**config.mk**
```make
export PLATFORM = sky130hd
export DESIGN_NAME = pulse_freq_meter
export DESIGN_NICKNAME = d
export VERILOG_FILES = /design/src/rtl/pulse_gen_pkg.sv /design/src/rtl/sync_edge_det.sv /design/src/rtl/pulse_freq_meter.sv
export SDC_FILE = /design/constraint.sdc
export NUM_CORES = 1
export LEC_CHECK = 0
export CAP_MARGIN = 15
export CORE_ASPECT_RATIO = 0.7
export CORE_MARGIN = 2
export CORE_UTILIZATION = 55
export DETAILED_ROUTE_END_ITERATION = 16
export PLACE_DENSITY = 0.85
export RECOVER_POWER = 50
export REMOVE_ABC_BUFFERS = 1
export SETUP_SLACK_MARGIN = 0.1
export SYNTH_ARGS = -nofsm -noshare
export SYNTH_HDL_FRONTEND = slang
export SYNTH_HIERARCHICAL = 1
export SYNTH_SLANG_ARGS = --single-unit
```
**constraint.sdc**
```tcl
create_clock -name clk_i -period 3.4 [get_ports clk_i]
set_input_delay 0.68 -clock clk_i [delete_from_list [all_inputs] [get_ports clk_i]]
set_output_delay 0.68 -clock clk_i [all_outputs]
set_load 0.03 [all_outputs]
```
**src/rtl/pulse_gen_pkg.sv**
```systemverilog
// Shared definitions for the pulse generation / measurement blocks:
// meter FSM state encoding and a bit-width helper.
package pulse_gen_pkg;

  typedef enum logic [1:0] {
    StIdle  = 2'd0,
    StGate  = 2'd1,
    StLatch = 2'd2
  } meter_state_e;

  // Number of bits needed to hold any value in [0, value]; never less than 1.
  function automatic int unsigned bits_for(input int unsigned value);
    int unsigned w;
    w = 1;
    for (int i = 1; i < 32; i++) begin
      if ((value >> i) != 0) w = i + 1;
    end
    return w;
  endfunction

endpackage

```
**src/rtl/sync_edge_det.sv**
```systemverilog
// Two-flop synchronizer plus registered rising-edge detector. A rise is reported
// three clock edges after it reaches async_i.
module sync_edge_det (
  input  logic clk_i,
  input  logic arstn_i,
  input  logic async_i,
  output logic rise_o
);

  logic [1:0] sync_q, sync_d;
  logic       prev_q, prev_d;
  logic       rise_q, rise_d;
  logic [2:0] prime_q, prime_d;

  // prime_q stays incomplete until the synchronizer holds real samples, so a level
  // that was already high at reset release is taken as the baseline, not an edge.
  always_comb begin
    sync_d  = {sync_q[0], async_i};
    prev_d  = sync_q[1];
    prime_d = {prime_q[1:0], 1'b1};
    rise_d  = sync_q[1] & ~prev_q & prime_q[2];
  end

  always_ff @(posedge clk_i) begin
    if (!arstn_i) begin
      sync_q  <= '0;
      prev_q  <= 1'b0;
      rise_q  <= 1'b0;
      prime_q <= '0;
    end else begin
      sync_q  <= sync_d;
      prev_q  <= prev_d;
      rise_q  <= rise_d;
      prime_q <= prime_d;
    end
  end

  assign rise_o = rise_q;

endmodule

```
**src/rtl/pulse_freq_meter.sv**
```systemverilog
// Gated frequency meter: counts rising edges of signal_i over a window of
// CLK_FREQ/GATE_DIV cycles and reports edges*GATE_DIV in Hz with a valid/ack handshake.
module pulse_freq_meter
  import pulse_gen_pkg::*;
#(
  parameter int unsigned CLK_FREQ   = 50000000,
  parameter int unsigned GATE_DIV   = 10,
  parameter int unsigned MAX_FREQ   = 50000000,
  localparam int unsigned FREQ_WIDTH = bits_for(MAX_FREQ)
) (
  input  logic                  clk_i,
  input  logic                  arstn_i,
  input  logic                  en_i,
  input  logic                  signal_i,
  input  logic                  ack_i,
  output logic [FREQ_WIDTH-1:0] freq_o,
  output logic                  valid_o,
  output logic                  ovf_o,
  output logic                  overrun_o
);

  localparam int unsigned GATE_CYCLES = CLK_FREQ / GATE_DIV;
  localparam int unsigned MAX_EDGES   = MAX_FREQ / GATE_DIV;
  localparam int unsigned CNT_WIDTH   = bits_for(MAX_EDGES);
  localparam int unsigned GATE_WIDTH  = bits_for(GATE_CYCLES);

  localparam logic [GATE_WIDTH-1:0] GateLast = GATE_WIDTH'(GATE_CYCLES - 1);
  localparam logic [CNT_WIDTH-1:0]  EdgeMax  = CNT_WIDTH'(MAX_EDGES);
  localparam logic [FREQ_WIDTH-1:0] DivW     = FREQ_WIDTH'(GATE_DIV);

  if ((CLK_FREQ % GATE_DIV) != 0 || GATE_CYCLES < 2) begin : gen_bad_gate_div
    $error("pulse_freq_meter: GATE_DIV must divide CLK_FREQ into a window of >= 2 cycles");
  end

  meter_state_e          state_q, state_d;
  logic [GATE_WIDTH-1:0] gate_cnt_q, gate_cnt_d;
  logic [CNT_WIDTH-1:0]  edge_cnt_q, edge_cnt_d;
  logic                  ovf_win_q, ovf_win_d;
  logic [FREQ_WIDTH-1:0] freq_q, freq_d;
  logic                  valid_q, valid_d;
  logic                  ovf_q, ovf_d;
  logic                  overrun_q, overrun_d;
  logic                  rise;

  sync_edge_det u_sync_edge_det (
    .clk_i   (clk_i),
    .arstn_i (arstn_i),
    .async_i (signal_i),
    .rise_o  (rise)
  );

  always_comb begin
    state_d    = state_q;
    gate_cnt_d = gate_cnt_q;
    edge_cnt_d = edge_cnt_q;
    ovf_win_d  = ovf_win_q;
    freq_d     = freq_q;
    valid_d    = valid_q;
    ovf_d      = ovf_q;
    overrun_d  = overrun_q;

    if (valid_q && ack_i) valid_d = 1'b0;

    unique case (state_q)
      StIdle: begin
        if (en_i) begin
          state_d    = StGate;
          gate_cnt_d = '0;
          edge_cnt_d = '0;
          ovf_win_d  = 1'b0;
        end
      end
      StGate: begin
        if (!en_i) begin
          state_d = StIdle;
        end else begin
          gate_cnt_d = gate_cnt_q + GATE_WIDTH'(1);
          if (rise) begin
            if (edge_cnt_q == EdgeMax) ovf_win_d = 1'b1;
            else                       edge_cnt_d = edge_cnt_q + CNT_WIDTH'(1);
          end
          if (gate_cnt_q == GateLast) state_d = StLatch;
        end
      end
      StLatch: begin
        freq_d  = FREQ_WIDTH'(edge_cnt_q) * DivW;
        ovf_d   = ovf_win_q;
        valid_d = 1'b1;
        // A same-cycle ack consumes the old result, so only an unacked one is lost.
        if (valid_q && !ack_i) overrun_d = 1'b1;
        // The LATCH cycle is the first cycle of the next window, so back-to-back
        // windows stay exactly GATE_CYCLES long and no edge falls between them.
        gate_cnt_d = GATE_WIDTH'(1);
        edge_cnt_d = {{(CNT_WIDTH - 1){1'b0}}, rise};
        ovf_win_d  = 1'b0;
        state_d    = en_i ? StGate : StIdle;
      end
      default: state_d = StIdle;
    endcase
  end

  always_ff @(posedge clk_i) begin
    if (!arstn_i) begin
      state_q    <= StIdle;
      gate_cnt_q <= '0;
      edge_cnt_q <= '0;
      ovf_win_q  <= 1'b0;
      freq_q     <= '0;
      valid_q    <= 1'b0;
      ovf_q      <= 1'b0;
      overrun_q  <= 1'b0;
    end else begin
      state_q    <= state_d;
      gate_cnt_q <= gate_cnt_d;
      edge_cnt_q <= edge_cnt_d;
      ovf_win_q  <= ovf_win_d;
      freq_q     <= freq_d;
      valid_q    <= valid_d;
      ovf_q      <= ovf_d;
      overrun_q  <= overrun_d;
    end
  end

  assign freq_o    = freq_q;
  assign valid_o   = valid_q;
  assign ovf_o     = ovf_q;
  assign overrun_o = overrun_q;

endmodule

```
## After elaboration in Yosys (flattened, before gate mapping)

Index checks and enable logic that the tools add are counted.

- Memory bits (writable): 0
- Register bits after elaboration: 84
- Output and inout bits: 29
- Latch bits: 0
- Logic and storage cells: 60
- Memory bits (read-only): 0
- Memories: 0

- $lt $le $gt $ge: 0
- Div/mod/pow operators: 0
- Reduce and logical (&&, ||, !) cells: 11
- Equal/unequal tests: 10
- Shift-type cells: 0
- Mux-type cells: 20
- Bitwise operators: 3
- Multiply operators: 1
- Add/sub/neg operators: 2

Operators by type and width:

| kind | count |
|---|---|
| 23-bit one-hot mux with 3 select lines | 2 |
| 23-bit 2-to-1 mux | 5 |
| 23-bit by 1-bit adder with 23-bit output (second input constant) | 2 |
| 23-bit == test (second input constant) | 2 |
| 23-bit by 3-bit multiplier with 25-bit output (second input constant) | 1 |
| 5-bit AND reduction | 2 |
| 1-bit 2-to-1 mux | 8 |
| 2-bit != test (second input constant) | 4 |
| 2-bit 2-to-1 mux | 3 |
| 2-bit one-hot mux with 3 select lines | 1 |
| 2-bit AND reduction | 2 |
| 3-bit != test (second input constant) | 1 |
| 1-bit one-hot mux with 3 select lines | 1 |
| 3-bit AND reduction | 1 |
| 3-bit nonzero test | 1 |
| 1-bit AND | 2 |
| 2-bit by 1-bit == test with 1-bit output (second input constant) | 1 |
| 2-bit == test (second input constant) | 1 |
| 1-bit logical AND | 2 |
| 2-bit logical NOT | 1 |
| 2-bit by 1-bit != test with 1-bit output (second input constant) | 1 |
| 2-bit nonzero test | 1 |
| 1-bit logical NOT | 1 |
| 1-bit inverter | 1 |

## Longest topological paths before layout

Gate-level depths: netlist (run 1).

- Word-level depth: 5
- Mapped depth: 10

## Cells and area by module

The synthesis (run 1) kept the hierarchy.

By module, submodules not included:

| module | cells each | instances | area each (um^2) |
|---|---|---|---|
| pulse_freq_meter | 618 | 1 | 5088.6 |
| sync_edge_det | 13 | 1 | 187.7 |

## Worst setup path after synthesis (run 1)

No wires, ideal clock.

- Path kind: flip-flop to flip-flop
- Start point: register edge_cnt_q[1]
- End point: register freq_q[22], in the netlist freq_o[22]
- Slack: 0.911 ns
- Cell stages (with the launch flop): 11
- Period minus slack after synthesis: 2.489 ns
- Setup time: 0.127 ns
- Data arrival time: 2.362 ns
- Path through: dfxtp_1 > ha_1 > ha_1 > inv_1 > fa_1 > nor2b_1 > o31ai_1 > a31o_2 > a31oi_1 > a31oi_1 > or3_1

- Word-level cells in the longest chain between the ends: 1

RTL lines:

| item | RTL line | source |
|---|---|---|
| start, declared | pulse_freq_meter.sv:37 | `logic [CNT_WIDTH-1:0] edge_cnt_q, edge_cnt_d;` |
| start signal, assigned | pulse_freq_meter.sv:115 | `edge_cnt_q <= edge_cnt_d;` |
| 23-bit by 3-bit multiplier with 25-bit output | pulse_freq_meter.sv:86 | `freq_d = FREQ_WIDTH'(edge_cnt_q) * DivW;` |
| end signal, assigned | pulse_freq_meter.sv:117 | `freq_q <= freq_d;` |
| end, declared | pulse_freq_meter.sv:39 | `logic [FREQ_WIDTH-1:0] freq_q, freq_d;` |

No other way between the ends.
A chain may end at the register's enable or synchronous reset.

## Final worst setup path (run 1)

- Start point: register state_q[0]
- End point: register freq_q[17], in the netlist freq_o[17]

- Word-level cells in the longest chain between the ends: 1

RTL lines:

| item | RTL line | source |
|---|---|---|
| start, declared | pulse_freq_meter.sv:35 | `meter_state_e state_q, state_d;` |
| start signal, assigned | pulse_freq_meter.sv:104 | `state_q <= StIdle;` |
| start signal, assigned | pulse_freq_meter.sv:113 | `state_q <= state_d;` |
| 2-bit == test | pulse_freq_meter.sv:64 | `unique case (state_q)` |

No other way between the ends.

==> results of run 1 <==
final timing paths:
path | start | end | slack (ns) | depth (start not counted)
max | state_q[0] | freq_o[17] | 0.41 | 6
min | u_sync_edge_det/prime_q[0] | u_sync_edge_det/prime_q[1] | 0.44 | 1
min reg2reg | u_sync_edge_det/prime_q[0] | u_sync_edge_det/prime_q[1] | 0.44 | 1
max reg2reg | state_q[0] | freq_o[17] | 0.41 | 6
stage by stage:
step                      cell area [um2]  total power [mW]  setup WS, ns  utilization [%]
after floorplan                      5140              1.09         0.876                -
after CTS                            6010              2.22         0.588             65.4
after global placement               5680              1.13         0.698             61.8
final                                5990              2.21         0.414             65.3
after detailed placement             5680              1.14         0.629             61.8
after global routing                 5990              2.27         0.211             65.3
placed cells by master, fill, tap and decap left out, drive strengths merged, types with 3 or more instances in the layout:
cell,count
dfxtp,84
nor2,70
ha,49
a21oi,46
nand2,45
nand3,37
dlygate4sd3,29
nor3,27
o21ai,25
xnor2,23
inv,21
clkbuf,15
nand4,12
mux2i,11
a211oi,11
a21o,10
or3,10
and2,10
o21a,9
nor2b,7
a31oi,7
xor2,6
o2111ai,6
and3,6
buf,6
o211ai,5
and4,5
nor4b,5
nor4,5
o31ai,4
nand4b,3
a22oi,3
o311ai,3
nand3b,3
nor4bb,3
clkdlybuf4s50,3
or2,3
cell type report:
type	count	area (um2)
multi-input combinational	496	3370
fill	752	3190
sequential	84	1680
timing repair buffer	40	373
clock buffer	13	260
tap	124	155
inverter	22	82.6
clock inverter	3	68.8
worst max-delay path: stages (launching register included):
cell and delay, ns:
dfxtp_1 0.35, inv_1 0.09, ha_1 0.18, clkbuf_1 0.70, clkinv_1 0.82, a2111oi_0 0.62, a311o_1 0.17
registers in the layout, indices dropped and copies added (netlist names), 2 cells and up:
name	count
state_q	2
u_sync_edge_det/sync_q	2
gate_cnt_q	23
freq_o	25
edge_cnt_q	23
u_sync_edge_det/prime_q	3
cell usage after synthesis, drive strengths merged (4+ instances only):
library cell / number
and4: 5
o2111ai: 6
or3: 10
clkbuf: 16
dfxtp: 84
xor2: 6
o21ai: 25
a21oi: 46
o21a: 9
nand3: 37
mux2i: 11
and2: 10
and3: 6
o31ai: 4
ha: 49
nand4: 12
xnor2: 23
o211ai: 5
nand2: 45
a211oi: 11
inv: 21
nor2: 70
buf: 13
nor4b: 5
a31oi: 7
nor4: 5
a21o: 10
nor2b: 7
nor3: 27
routing by layer:
metal	GRT usage, %	vias to the layer above	share of wire [%]
met1	36.8	2314	48
met4	8.88	0	1.6
li1	-	2355	-
met5	0	-	0
met2	39.8	200	42
met3	6.98	25	8.0
power by group:
group	total [mW]	internal, mW	switching [mW]
combinational	0.121	0.0365	0.0847
clock	1.09	0.686	0.409
sequential	0.994	0.990	0.00456
kinds of logic after synthesis:
logic type      Yosys count  share of synthesized area [%]
buf+inv                  51                           4.13
fa+ha+maj                50                           12.0
flops                    84                           31.9
mux                      11                           2.09
xor+xnor                 29                           4.81
other cells               1                         0.0711
simple gates            258                           26.2
compound gates          147                           18.8
==> impl_metrics.ini, run 1 <==
[synth]
synth_area_leaders = dfxtp_1 (32%), ha_1 (12%), nor2_1 (4.9%)
postSynth.asyncResetShare_pct = 0
synthFlopType = dfxtp_1
syn_inst = 631
synth_top_area_cell = dfxtp_1
synth_seq_cells = 84
synth_area_um2 = 5280
yosysUniqueCellTypes = 76
yosysSeqAreaShare_pct = 31.9
yosysWarnings = 6
avgSynthCellArea_um2 = 8.36
synth_top_area_share_pct = 31.9
synth_edf_count = 0

[layout]
nets = 708
area.growth.synth_to_final_pct = 13.6
diodes = 0
drive_gt1_share_pct = 6.38
layout.cells.non_filler = 782

[timing]
drv_slew = 0
tns_ns = 0
max_slew_margin_pct = 38.3
grt_setup_unrepaired = no
period_minus_slack_ns = 2.99
tightest_slew_ns = 0.926
fin_skew_ns = 0.00838
fin_crit_sh_pct = 87.8
fmax_mhz = 335
setup_viol = 0
hold_ws_ns = 0.444
hold_violations = 0

[floorplan]
start_util_pct = 57.5
rows = 29
design.core.area_um2 = 9180
die_h_um = 85.9
io_pins = 34
die_w_um = 121
die-area_um2 = 10400

[clock_tree]
holdBufCountCts = 0
root_buffer = clkbuf_16
post_cts_buffers = 0
cts.sinks = 84
post_cts_resized = 0
cts_tree = built
max-clock-path-buffers = 2
numCtsBuffers = 9
cts.reportedPaths.clkPinSlew_ns = 0.06
htreeDepth = 3
clk_latency_ns = 0.35

[routing]
dr.pass1.iters = 5
drtIter0Drc = 424
avgViaCountPerCell = 6.26
postRouteAntennaNets = 0
route.vias.total = 4894
avgRoutedWirePerCell_um = 17.0
drc_errors = 0
wl_mm = 13.3

[grt]
grt_pass1_vias = 4505
antenna_found_initial = 0
grt_overflow_total = 0
grt_usage_pct = 26.5
grt_max_degree = 34
grt_pass1_wl_mm = 22.1

[pwr]
p_per_area_nw_per_um2 = 369
p_leak_nw = 2.38
ir_worst_vdd_mv = 0.287

[worst_hold_path]
hp-class = flip-flop to flip-flop

[setup_path]
setup.worst_path.end_class = flip-flop
worst_setup_path_start_kind = flip-flop
critPathArrivalTime_ns = 3.27
path_class = flip-flop to flip-flop
crit_required_ns = 3.69
crit_fanout = 19

[place]
dpl.hpwl_mm = 9.44
io_buffers = 32
place_congestion = 0.944
place_inst = 766

[run_status]
outcome = completed

[job]
cap_violations = 0
No activity file was read; power rests on OpenSTA's default activity.
==> inputs of run 2 (changes only) <==
Settings changed: TNS_END_PERCENT set to 20.
==> results of run 2 <==
Same layout as run 1: the final DEF is identical, and so are final timing and power.
==> edit 1, RTL diff (config.mk and constraints of run 2) <==
Set the parameter `CLK_FREQ` to 200000000 (it was 50000000).
--- a/src/rtl/pulse_freq_meter.sv
+++ b/src/rtl/pulse_freq_meter.sv
@@ -4,5 +4,5 @@
   import pulse_gen_pkg::*;
 #(
-  parameter int unsigned CLK_FREQ   = 50000000,
+  parameter int unsigned CLK_FREQ   = 200000000,
   parameter int unsigned GATE_DIV   = 10,
   parameter int unsigned MAX_FREQ   = 50000000,
Behaviour: no difference found for any inputs over 10 cycles, from zero or initial values and one cycle with arstn_i low; that may be too few to reach the edited logic, so the function may still have changed.
==> edit 1 against run 2 <==
  * Wire length shrank 17%
  * Die area shrank 6.4%
  * Sequential cell count grew 2
  * Clock power grew 5%
  * Total power grew 0.52%
  * Worst setup slack lost 0.17 ns
  * Synthesized area shrank 6.7%
  * Worst hold slack lost 0.0056 ns
  * Cell area shrank 4.3%
  * Non-clock buffer count grew 2
  * Largest cell class unchanged
  * Highest routed layer unchanged
==> edit 1: results (changes against run 2) <==
| Metric | Value |
|---|---|
| DR pass1 iterations | 6 (+1) |
| Largest net degree at the start of global routing | 31 (-8.8%) |
| Fin Clk Skew | 0.00885 ns (+0.000471 ns) |
| Worst slew pin tran | 1.07 ns (+0.146 ns) |
| GRT Overall Usage | 23.8% (-2.7 points) |
| Critical Path Fanout Max | 5 (-14) |
| Distinct cell type count after synthesis | 65 (-14%) |
| Filler-free cell count of the finished design | 727 (-7.0%) |
| Run status | finished, final reports clean |
| Detailed Route Iter0 Violations | 418 (-1.4%) |
| Mapped Avg Cell Area | 8.65 um2 (+3.5%) |
| Layout cell share with drive strength beyond 1 | 6.92% (+0.54 points) |
| Seq/Total Area, Yosys | 35.0% (+3.1 points) |
| Critical path's largest stage delay | 0.41 ns (-0.41 ns) |
| Nets@finish | 657 (-7.2%) |
| Synth top cells by count | dfxtp_1 (86), nor2_1 (79), ha_1 (49) |
| WL/cell | 15.1 um (-11%) |
| Ranking of synthesized cells by area | dfxtp_1 (35%), ha_1 (12%), nor2_1 (6.0%) |
| Area post-placement | 0.00538 mm2 (-5.2%) |
| Inst Count DP | 711 (-7.2%) |
| WP data arrival | 3.40 ns (+0.13 ns) |
| First-pass GRT wire length | 18700 um (-15%) |
| CP top delay family | compound AO/OA/AOI/OAI gates |
| P_leak | 2.31 nW (-2.7%) |
| Via/cell ratio | 5.97 (-4.5%) |
| Routability cong. | 0.854 (-9.5%) |
edit 1: final timing paths:
path                                            startpoint                         end  slack [ns]
worst min register to register  u_sync_edge_det/prime_q[0]  u_sync_edge_det/prime_q[1]        0.44
worst min-delay path            u_sync_edge_det/prime_q[0]  u_sync_edge_det/prime_q[1]        0.44
worst max register to register               edge_cnt_q[1]                  freq_o[24]        0.24
worst max-delay path                         edge_cnt_q[1]                  freq_o[24]        0.24
edit 1: cell type report:
type	instances	area [um2]
tap	120	150
clock inverter	6	116
fill	685	2850
inverter	13	48.8
timing repair buffer	42	384
sequential	86	1720
multi-input combinational	450	3080
clock buffer	10	229
edit 1: per-stage QoR:
stage	hold WS (ns)	util, %	setup slack, ns
final	0.438	66.8	0.240
after global routing	0.447	66.8	0.0764
after CTS	0.442	66.7	0.179
after detailed placement	0.427	62.7	0.235
after global placement	0.421	62.7	0.368
after floorplan	0.420	-	0.596
edit 1: cell families (layout without fill, tap and decap cells):
logic type               after synthesis  count (layout)  share of synthesized area (%)
AO/OA/AOI/OAI                        102             102                           14.8
XOR/XNOR                              47              47                           8.36
adder cells (fa/ha/maj)               50              50                           12.9
buffers and inverters                 33              71                           2.69
flip-flops                            86              86                           35.0
multiplexers                          11              11                           2.24
other                                  1               1                         0.0762
AND/OR/NAND/NOR                      239             239                           23.9
edit 1: worst register-to-register path, stage by stage, from the launching register on:
cell and delay (ns):
dfxtp_1 0.41, ha_1 0.27, ha_1 0.24, fa_1 0.41
a21o_1 0.23, a221o_1 0.34, a2bb2oi_2 0.21, nand2_1 0.14
a2111oi_4 0.40, o21ai_0 0.15, a311oi_1 0.26
edit 1: metal layers:
layer / share of wire, % / up-vias / global-route usage (%)
met5: 0 / - / 0
li1: - / 2098 / -
met3: 6.7 / 17 / 5.69
met2: 44 / 182 / 35.4
met1: 48 / 2046 / 34.4
met4: 1.1 / 0 / 6.42
edit 1: power by group:
| group | leakage (nW) | total [mW] | switching [mW] | internal (mW) |
|---|---|---|---|---|
| sequential | 0.694 | 1.01 | 0.00265 | 1.01 |
| clock | 0.168 | 1.14 | 0.414 | 0.725 |
| combinational | 1.45 | 0.0685 | 0.0493 | 0.0191 |
==> edit 2, RTL diff (flow settings as in run 2) <==
Made on the original files. Make the reset (`arstn_i`) asynchronous in 2 clocked blocks.
--- a/src/rtl/sync_edge_det.sv
+++ b/src/rtl/sync_edge_det.sv
@@ -22,5 +22,5 @@
   end
 
-  always_ff @(posedge clk_i) begin
+  always_ff @(posedge clk_i or negedge arstn_i) begin
     if (!arstn_i) begin
       sync_q  <= '0;
--- a/src/rtl/pulse_freq_meter.sv
+++ b/src/rtl/pulse_freq_meter.sv
@@ -100,5 +100,5 @@
   end
 
-  always_ff @(posedge clk_i) begin
+  always_ff @(posedge clk_i or negedge arstn_i) begin
     if (!arstn_i) begin
       state_q    <= StIdle;
Check against the original RTL: same outputs for any inputs over 10 cycles, from zero or initial values and one cycle with arstn_i low; that may be too few to reach the edited logic, so the function may still have changed.
==> edit 2 against run 2 <==
  * The flow now finishes with violations (max-capacitance violations, max-slew violations)
  * Synthesized area increased by 4.0%
  * Critical path depth is 4 higher
  * Worst setup slack worse by 0.095 ns
  * Wire length decreased by 1.6%
  * Synthesized cell count is 5.4% lower
  * Sequential cell count stayed put
  * Global-route usage shrank 0.58 points
  * Via count decreased by 1.8%
  * Utilization down 1.4 points
  * Cell area up 3.3%
  * Final cell count is 3.7% lower
  * Critical path type unchanged
  * Critical endpoint is now freq_o[22]
  * Largest cell class unchanged
Power is not compared: it rests on default switching activity, and its combinational part moved more than twofold at a synthesized area within 25%.
==> edit 2: results (changes against run 2) <==
| Metric | Value |
|---|---|
| Run status | complete, but fails checks |
| Failing checks | max-capacitance violations, max-slew violations |
| Seq/Total Area, Yosys | 38.3% (+6.4 points) |
| Post-synthesis mux area share | 2.87% (+0.79 points) |
| Drt total wl | 13100 um (-1.6%) |
| Grt ovf | 0 (unchanged) |
| Vias | 4806 (-1.8%) |
| CTS Buffer Depth | 2 (unchanged) |
| Synth top cells by count | dfrtp_1 (84), nor2_1 (61), nand2_1 (53) |
| First-pass GRT wire length | 22000 um (-0.88%) |
| CTS buffer count | 9 (unchanged) |
| Filler instances | 766 (+1.9%) |
| Clock transition at path regs | 0.06 ns (about the same) |
| Nets@finish | 675 (-4.7%) |
| Place WS | 0.342 ns (-0.287 ns) |
| P_leak | 2.73 nW |
| HPWL after DPL | 8760 um (-7.3%) |
| CTS H-tree lvls | 3 (unchanged) |
| Top-count cell post-synth | dfrtp_1 |
| Area post-placement | 0.00588 mm2 (+3.6%) |
| Max Slew Vio Count | 42 (+42) |
| Worst slew pin tran | 2.30 ns (+1.37 ns) |
| Cells after Synth | 597 (-5.4%) |
| Fin Clk Skew | 0.00970 ns (+0.00132 ns) |
| GRT Overall Usage | 25.9% (-0.58 points) |
| WP data arrival | 3.25 ns (-0.02 ns) |
| Synth async-reset ratio | 100% (+100 points) |
| Post-Synth Adder-Cell Area | 11.5% (-0.46 points) |
| Clk root buf | clkbuf_16 |
| Worst hold path class | flip-flop to flip-flop |
| Synth Area in Compound Gates | 17.0% (-1.8 points) |
| Synth Area in XOR/XNOR | 4.95% (+0.13 points) |
| Total of max-cap violations | 1 (+1) |
| Distinct cell type count after synthesis | 66 (-13%) |
| Routability cong. | 0.929 (-1.6%) |
| Largest net degree at the start of global routing | 85 (+150%) |
| Ranking of synthesized cells by area | dfrtp_1 (38%), ha_1 (11%), o21ai_0 (4.3%) |
| Yosys warning total | 6 (unchanged) |
| Vias in the first global route | 4510 (+0.11%) |
| Detailed Route Iter0 Violations | 370 (-13%) |
| Critical Path Fanout Max | 7 (-12) |
| Layout cell share with drive strength beyond 1 | 8.48% (+2.1 points) |
| Inst Count DP | 736 (-3.9%) |
| ANT cells | 0 (unchanged) |
| Via/cell ratio | 6.38 (+2.0%) |
## edit 2: cell type report
type,count,area share (%)
multi-input combinational,472,52.0
sequential,84,34.0
timing repair buffer,36,5.76
clock buffer,13,4.37
tap,128,2.59
inverter,17,1.03
clock inverter,3,0.323
## edit 2: path summary, 6_finish.rpt
check	start	to	slack, ns	depth (start not counted)
min in group asynchronous	arstn_i	freq_o[14]	1.03	1
worst min register to register	u_sync_edge_det/prime_q[1]	u_sync_edge_det/prime_q[2]	0.36	0
worst max register to register	edge_cnt_q[1]	freq_o[22]	0.32	10
max in group asynchronous	arstn_i	u_sync_edge_det/prev_q	1.06	1
worst min-delay path	u_sync_edge_det/prime_q[1]	u_sync_edge_det/prime_q[2]	0.36	0
worst max-delay path	edge_cnt_q[1]	freq_o[22]	0.32	10
## edit 2: stage by stage
| stage | power [mW] | utilization, % |
|---|---|---|
| floorplan | 1.33 | - |
| global placement | 1.43 | 60.7 |
| detailed placement | 1.46 | 60.7 |
| CTS | 2.41 | 63.7 |
| global route | 2.52 | 63.9 |
| finish | 2.41 | 63.9 |
## edit 2: timing repair
| item | CTS | global route |
|---|---|---|
| resized for setup | 0 | 1 |
| buffers inserted | 0 | 0 |
| setup endpoints to repair | 0 | 1 |
| hold buffers | 0 | 0 |
| hold endpoints to repair | 0 | 0 |
## edit 2: per-layer routing
metal  vias up  wire, um  part of all wire, %  GRT usage, %
met2       237      6020                   46          40.3
met1      2302      5740                   44          36.1
li1       2248         -                    -             -
met3        19      1150                  8.8          7.23
met5         -         0                    0             0
met4         0       150                  1.1          6.51
## edit 2: cell families (layout without fill, tap and decap cells)
kind of cell,after synthesis,in the layout
compound gates,142,142
xor+xnor,31,31
fa+ha+maj,50,50
buf+inv,41,69
flops,84,84
mux,14,14
other cells,2,2
simple gates,233,233
## edit 2: power breakdown
group / internal, mW / switching [mW] / leakage [nW] / total [mW]
Clock: 0.554 / 0.404 / 0.138 / 0.958
Sequential: 1.03 / 0.0412 / 1.16 / 1.07
Combinational: 0.107 / 0.273 / 1.44 / 0.381
Total: 1.69 / 0.719 / 2.73 / 2.41
## edit 2: critical path: stages (launching register included)
cell,delay [ns]
dfrtp_1,0.47
ha_1,0.33
ha_1,0.17
inv_1,0.06
fa_1,0.41
nor2b_2,0.20
o211ai_1,0.15
a21oi_2,0.29
o32ai_2,0.21
o311ai_0,0.40
o311ai_0,0.23
